--- src/rtl/rx_block_lock_ctrl.sv ---
// rx_block_lock_ctrl: two-lane 64b/66b (Gen2) and 128b/132b (Gen3) block-lock
// controller. Each lane hunts for sync-header alignment, requests bit slips
// from its deserializer, and holds lock until too many header errors appear
// within a window. Gen4 lanes skip header checking entirely. The decoder
// enable is asserted only while both lanes are locked.
module rx_block_lock_ctrl #(
  parameter int LOCK_CNT   = 64,  // consecutive good headers needed to lock
  parameter int WIN_LEN    = 64,  // strobes per error-counting window in LOCK
  parameter int UNLOCK_BAD = 16,  // bad headers per window that drop lock
  parameter int SLIP_GAP   = 2    // strobes skipped after a slip
) (
  input  logic       enc_clk_i,
  input  logic       rst_i,
  input  logic       rx_en_i,
  input  logic [1:0] gen_speed_i,
  input  logic       hdr_valid_i,
  input  logic [3:0] sync_hdr_0_i,
  input  logic [3:0] sync_hdr_1_i,
  output logic       slip_0_o,
  output logic       slip_1_o,
  output logic [1:0] block_lock_o,
  output logic       enable_dec_o,
  output logic       lock_lost_o,
  output logic [7:0] err_cnt_o
);

  localparam logic [7:0] LOCK_CNT_C   = 8'(LOCK_CNT);
  localparam logic [7:0] WIN_LEN_C    = 8'(WIN_LEN);
  localparam logic [7:0] UNLOCK_BAD_C = 8'(UNLOCK_BAD);
  localparam logic [3:0] SLIP_GAP_C   = 4'(SLIP_GAP);

  typedef enum logic [1:0] {
    ST_IDLE = 2'd0,
    ST_HUNT = 2'd1,
    ST_SLIP = 2'd2,
    ST_LOCK = 2'd3
  } lane_state_e;

  // Speed seen on the previous cycle; any change aborts both lanes.
  logic [1:0] gen_q;
  logic       abort;

  logic [3:0] hdr_arr [2];

  // Per-lane results gathered for the shared output registers.
  logic [1:0] lock_d_vec;
  logic [1:0] slip_d_vec;
  logic [1:0] leave_vec;
  logic [1:0] err_inc_vec;

  logic [1:0] lock_q;
  logic [1:0] slip_q;
  logic       en_q;
  logic       lost_q;
  logic [7:0] err_q;
  logic [7:0] err_d;
  logic [8:0] err_sum;

  assign abort      = !rx_en_i || (gen_speed_i != gen_q);
  assign hdr_arr[0] = sync_hdr_0_i;
  assign hdr_arr[1] = sync_hdr_1_i;

  // Sync-header legality for the current speed; Gen4 accepts anything.
  function automatic logic hdr_ok(input logic [1:0] gen, input logic [3:0] hdr);
    logic ok;
    ok = 1'b1;
    case (gen)
      2'b10:   ok = (hdr[1:0] == 2'b01) || (hdr[1:0] == 2'b10);
      2'b01:   ok = (hdr == 4'b0101) || (hdr == 4'b1010);
      default: ok = 1'b1;
    endcase
    return ok;
  endfunction

  for (genvar gi = 0; gi < 2; gi++) begin : g_lane
    lane_state_e state_q, state_d;
    logic [7:0]  good_q, good_d;
    logic [7:0]  blk_q, blk_d;
    logic [7:0]  bad_q, bad_d;
    logic [3:0]  gap_q, gap_d;
    logic        slip_d;
    logic        leave_lock;
    logic        err_inc;
    logic        hdr_good;

    assign hdr_good = hdr_ok(gen_speed_i, hdr_arr[gi]);

    // Lane next-state: abort first, then per-state header strobe handling.
    always_comb begin
      state_d    = state_q;
      good_d     = good_q;
      blk_d      = blk_q;
      bad_d      = bad_q;
      gap_d      = gap_q;
      slip_d     = 1'b0;
      leave_lock = 1'b0;
      err_inc    = 1'b0;
      if (abort) begin
        state_d    = ST_IDLE;
        good_d     = 8'd0;
        blk_d      = 8'd0;
        bad_d      = 8'd0;
        gap_d      = 4'd0;
        leave_lock = (state_q == ST_LOCK);
      end else begin
        case (state_q)
          ST_IDLE: begin
            if ((gen_speed_i == 2'b01) || (gen_speed_i == 2'b10)) begin
              state_d = ST_HUNT;
              good_d  = 8'd0;
            end else if ((gen_speed_i == 2'b00) && hdr_valid_i) begin
              state_d = ST_LOCK;
              blk_d   = 8'd0;
              bad_d   = 8'd0;
            end
          end
          ST_HUNT: begin
            if (hdr_valid_i) begin
              if (hdr_good) begin
                good_d = good_q + 8'd1;
                if (good_d == LOCK_CNT_C) begin
                  state_d = ST_LOCK;
                  blk_d   = 8'd0;
                  bad_d   = 8'd0;
                end
              end else begin
                slip_d  = 1'b1;
                good_d  = 8'd0;
                gap_d   = 4'd0;
                state_d = ST_SLIP;
              end
            end
          end
          ST_SLIP: begin
            if (hdr_valid_i) begin
              gap_d = gap_q + 4'd1;
              if (gap_d == SLIP_GAP_C) begin
                state_d = ST_HUNT;
                good_d  = 8'd0;
                gap_d   = 4'd0;
              end
            end
          end
          ST_LOCK: begin
            if (hdr_valid_i) begin
              blk_d = blk_q + 8'd1;
              if (!hdr_good) begin
                bad_d   = bad_q + 8'd1;
                err_inc = 1'b1;
              end
              // Unlock outranks the window rollover on the same strobe.
              if (!hdr_good && (bad_d == UNLOCK_BAD_C)) begin
                state_d    = ST_HUNT;
                good_d     = 8'd0;
                blk_d      = 8'd0;
                bad_d      = 8'd0;
                leave_lock = 1'b1;
              end else if (blk_d == WIN_LEN_C) begin
                blk_d = 8'd0;
                bad_d = 8'd0;
              end
            end
          end
          default: state_d = ST_IDLE;
        endcase
      end
    end

    // Lane state and counter registers.
    always_ff @(posedge enc_clk_i) begin
      if (rst_i) begin
        state_q <= ST_IDLE;
        good_q  <= 8'd0;
        blk_q   <= 8'd0;
        bad_q   <= 8'd0;
        gap_q   <= 4'd0;
      end else begin
        state_q <= state_d;
        good_q  <= good_d;
        blk_q   <= blk_d;
        bad_q   <= bad_d;
        gap_q   <= gap_d;
      end
    end

    assign lock_d_vec[gi]  = (state_d == ST_LOCK);
    assign slip_d_vec[gi]  = slip_d;
    assign leave_vec[gi]   = leave_lock;
    assign err_inc_vec[gi] = err_inc;
  end

  // Shared error count: both lanes may add in one strobe; saturate at 255.
  always_comb begin
    err_sum = {1'b0, err_q} + 9'(err_inc_vec[0]) + 9'(err_inc_vec[1]);
    err_d   = err_q;
    if (!rx_en_i) begin
      err_d = 8'd0;
    end else if (err_sum > 9'd255) begin
      err_d = 8'hFF;
    end else begin
      err_d = err_sum[7:0];
    end
  end

  // Output registers; enable_dec needs both lanes locked now and next.
  always_ff @(posedge enc_clk_i) begin
    if (rst_i) begin
      gen_q  <= 2'b00;
      lock_q <= 2'b00;
      slip_q <= 2'b00;
      en_q   <= 1'b0;
      lost_q <= 1'b0;
      err_q  <= 8'd0;
    end else begin
      gen_q  <= gen_speed_i;
      lock_q <= lock_d_vec;
      slip_q <= slip_d_vec;
      en_q   <= (&lock_q) & (&lock_d_vec);
      lost_q <= |leave_vec;
      err_q  <= err_d;
    end
  end

  assign slip_0_o     = slip_q[0];
  assign slip_1_o     = slip_q[1];
  assign block_lock_o = lock_q;
  assign enable_dec_o = en_q;
  assign lock_lost_o  = lost_q;
  assign err_cnt_o    = err_q;

endmodule

--- config.mk ---
export PLATFORM = sky130hd
export DESIGN_NAME = rx_block_lock_ctrl
export DESIGN_NICKNAME = d
export VERILOG_FILES = /design/src/rtl/rx_block_lock_ctrl.sv
export SDC_FILE = /design/constraint.sdc
export NUM_CORES = 1
export LEC_CHECK = 0
export CORE_MARGIN = 5
export CORE_UTILIZATION = 55
export CTS_CLUSTER_SIZE = 10
export DETAILED_ROUTE_END_ITERATION = 7
export DONT_BUFFER_PORTS = 1
export PLACE_DENSITY = 0.78
export SKIP_LAST_GASP = 1
export SYNTH_ARGS = -nofsm -noshare
export SYNTH_HDL_FRONTEND = slang
export SYNTH_SLANG_ARGS = --single-unit
--- constraint.sdc ---
create_clock -name enc_clk_i -period 2.2 [get_ports enc_clk_i]
set_input_delay 0.33 -clock enc_clk_i [delete_from_list [all_inputs] [get_ports enc_clk_i]]
set_output_delay 0.33 -clock enc_clk_i [all_outputs]
set_load 0.005 [all_outputs]
==> results.toml <==
[status]
run_status = "finished clean"

[grt]
via_count_of_the_first_global_routing_pass = 4234
largest_net_degree_at_the_start_of_global_routing = 35
total_grt_usage = 0.228
number_of_antenna_violations_at_the_first_check_in_global_routing = 0
grt_first_pass_wirelength_mm = 19.3
gr-total-overflow = 0

[critical_path]
criticalPathCategory = "flip-flop to flip-flop"
worst_r2r_path_depth = 6
crit_fanout = 7
start_kind = "flip-flop"
setup.worst_path.end_class = "flip-flop"
critical_path_required_ps = 2490
crit_arrival_ps = 2420
ff2ff_setup_slack_ps = 80
r2r-start = "g_lane[0].good_q[1]$_SDFFE_PP0P_"
regToRegEndpoint = "g_lane[0].bad_q[4]$_SDFFE_PP0P_"

[floorplanning]
fp.dieW_um = 102
floorplan.initialDensity = 0.565
design.die.area_um2 = 10400
io-pin-count = 28
coreArea_um2 = 8220
dieHeight_um = 102
row_count = 33

[clocking]
cts-root-buf = "sky130_fd_sc_hd__clkbuf_8"
cts_tree = "done"
cts_made_buffers = 9
cts-htree-levels = 3
clkTransAtPathRegs_ps = 100
worstSkewPairLatency_ps = 360
cts_hold_repair.buffers = 0
clockBufferDepth = 2
cts.sinks = 76

[yosys]
synth_top_family_by_area = "simple AND/OR/NAND/NOR gates"
dominantRegCellSynth = "sky130_fd_sc_hd__dfxtp_1"
synth_top_cells_by_area = "sky130_fd_sc_hd__dfxtp_1 33%, sky130_fd_sc_hd__nand2_1 5.9%, sky130_fd_sc_hd__ha_1 4.9%"
synthDistinctLibCells = 71
synth-compound-area-share = 0.206
synth.largest_area_cell = "sky130_fd_sc_hd__dfxtp_1"
post_synth_fa_ha_maj_area_fraction = 0.0528
synthSimpleGateAreaFrac = 0.338
ys_seq_elements = 76
sequential_area_share_after_synthesis = 0.328
postSynth.asyncResetShare = 0
syn-num-nets = 630
synth-xor-area-share = 0.0208
synth_cells = 597
mux_share_of_post_synthesis_cell_area = 0.00674
yosys_warnings = 0
synthesis.area_per_instance_um2 = 7.78
yosys.area.top_type_share = 0.328
syn_area_um2 = 4640
count_of_flip_flops_with_a_built_in_enable_after_synthesis = 0

[timing]
period_minus_slack_ps = 2120
max_clock_freq_ghz = 0.471
final_max_slew_viol_count = 0
timing_hold_violations_final = 0
grt_setup_unrepaired = "true"
finalSetupTns_ps = 0
post-route-period-util = 0.964
timing.clock.skew_ps = 11.8
finalSetupViolations = 0
tightest_slew_ps = 670
postLayoutSetupSlackWorst_ps = 78.4
slew_headroom = 0.541
timing.hold.ws_ps = 23.2

[place]
dpl.cell_count = 726
post-place-ws_ps = -283
gpl.final_weighted_congestion = 0.855
dpl.hpwl_mm = 8.44
io_buffer_count = 0

[drt]
detailed_route_wl_mm = 11.9
vias_per_cell = 6.17
detailroute.via_count = 4583
drt.antenna.violating_nets = 0
drtIter0Drc = 246
drt_first_pass_iters = 5
route.detailed.wl_per_inst_um = 16.0
post-route-drc-count = 0

[layout]
nFillCells = 668
fin_nets = 666
drive_above_1_share = 0.213
instances_no_fill = 743
antennaDiodeCount = 0
most-common-layout-cells = "73 x sky130_fd_sc_hd__nand2_1, 58 x sky130_fd_sc_hd__dfxtp_1, 56 x sky130_fd_sc_hd__buf_4"
syn2layout_area_growth_pct = 17.0
most_common_cell_after_layout_fill_and_taps_aside = "sky130_fd_sc_hd__nand2_1"

[min_path]
hold_depth = 1
hold_path_end = "gen_q[1]$_SDFF_PP0_"
hold_start = "rst_i"
timing.hold.worst.class = "input pin to flip-flop"

[pwr]
leakagePower_nw = 1.90
peakVddDrop_v = 0.000309
fin_total_pwr_w = 0.00264
power_density_nw_per_um2 = 487

[run]
cap_violations = 0
[synth_stat cells, types with 8 or more instances]
cell / count
sky130_fd_sc_hd__dfxtp_1: 76
sky130_fd_sc_hd__nand2_1: 73
sky130_fd_sc_hd__nor2_1: 51
sky130_fd_sc_hd__nand3_1: 44
sky130_fd_sc_hd__a21oi_1: 36
sky130_fd_sc_hd__o21ai_0: 25
sky130_fd_sc_hd__and3_1: 20
sky130_fd_sc_hd__inv_1: 20
sky130_fd_sc_hd__nor3_1: 19
sky130_fd_sc_hd__ha_1: 18
sky130_fd_sc_hd__clkbuf_1: 14
sky130_fd_sc_hd__nand4_1: 14
sky130_fd_sc_hd__a31oi_1: 11
sky130_fd_sc_hd__nand2b_1: 11
sky130_fd_sc_hd__a311oi_1: 10
sky130_fd_sc_hd__and2_1: 9
sky130_fd_sc_hd__buf_2: 9
sky130_fd_sc_hd__nor4_1: 9
sky130_fd_sc_hd__nand4b_1: 8
[through the flow]
step	instance area [um2]	utilization
final	5430	0.661
after global routing	5430	0.661
after CTS	5260	0.640
after detailed placement	5050	0.614
after global placement	5050	0.614
after floorplan	4670	-
[repair_timing]
item                                    4_1_cts  5_1_grt
resized for setup                             6       50
buffers inserted                              0        1
endpoints found under the setup margin       12       43
pin swaps                                     1        8
[registers in the layout, summed over array words and instances, names as in the netlist]
signal and flops:
gen_q 2, lock_lost_o 1, err_cnt_o 8, block_lock_o 2
g_lane.good_q 16, enable_dec_o 1, g_lane.bad_q 16, g_lane.gap_q 8
g_lane.blk_q 16, g_lane.state_q 4, slip_q 2
[cell families after synthesis]
group / count (synthesis)
and+or+nand+nor: 298
AOI/OAI and AO/OA: 139
DFF: 76
buffers and inverters: 51
adders and majority gates: 19
xor gates and xnor gates: 11
muxes: 3
[critical path, cell delays in order, from the launching register on]
cell and delay, ps:
sky130_fd_sc_hd__dfxtp_4 380, sky130_fd_sc_hd__and3_1 180, sky130_fd_sc_hd__a311oi_1 330, sky130_fd_sc_hd__o21ai_2 130, sky130_fd_sc_hd__o31a_1 390, sky130_fd_sc_hd__or4b_4 510, sky130_fd_sc_hd__a21oi_2 140
[routing by layer]
metal | global-route usage | routed length, um
met1 | 0.285 | 5330
met2 | 0.386 | 5720
met3 | 0.0532 | 668
met4 | 0.0817 | 156
met5 | 0 | 0
[worst max path at each step]
stage	from	end	slack, ps	cells after the start
after floorplan	sync_hdr_0_i[0]	g_lane[0].bad_q[4]$_SDFFE_PP0P_	-30	9
after global routing	gen_q[0]$_SDFF_PP0_	enable_dec_o$_SDFF_PP0_	-30	6
final	g_lane[0].good_q[1]$_SDFFE_PP0P_	g_lane[0].bad_q[4]$_SDFFE_PP0P_	80	6
after detailed placement	sync_hdr_1_i[0]	g_lane[1].bad_q[4]$_SDFFE_PP0P_	-280	9
after CTS	g_lane[0].bad_q[0]$_SDFFE_PP0P_	g_lane[0].bad_q[2]$_SDFFE_PP0P_	5	8
after global placement	sync_hdr_1_i[0]	g_lane[1].bad_q[4]$_SDFFE_PP0P_	-210	9
[layout make-up]
type	count	area, um2	share of cell area
clock buffers	9	124	0.0228
clock inverters	7	66.3	0.0122
inverters	20	75.1	0.0138
multi-input cells	470	3060	0.564
flip-flops and latches	76	1550	0.286
well taps	105	131	0.0242
repair buffers	56	420	0.0774
[where the power goes]
| part | leakage, nW | total (W) | switching [W] | internal (W) |
|---|---|---|---|---|
| logic | 1.18 | 0.000210 | 0.000128 | 0.0000819 |
| clock network | 0.0986 | 0.00106 | 0.000617 | 0.000442 |
| registers | 0.623 | 0.00138 | 0.00000217 | 0.00137 |
No activity file was read; power rests on OpenSTA's default activity.
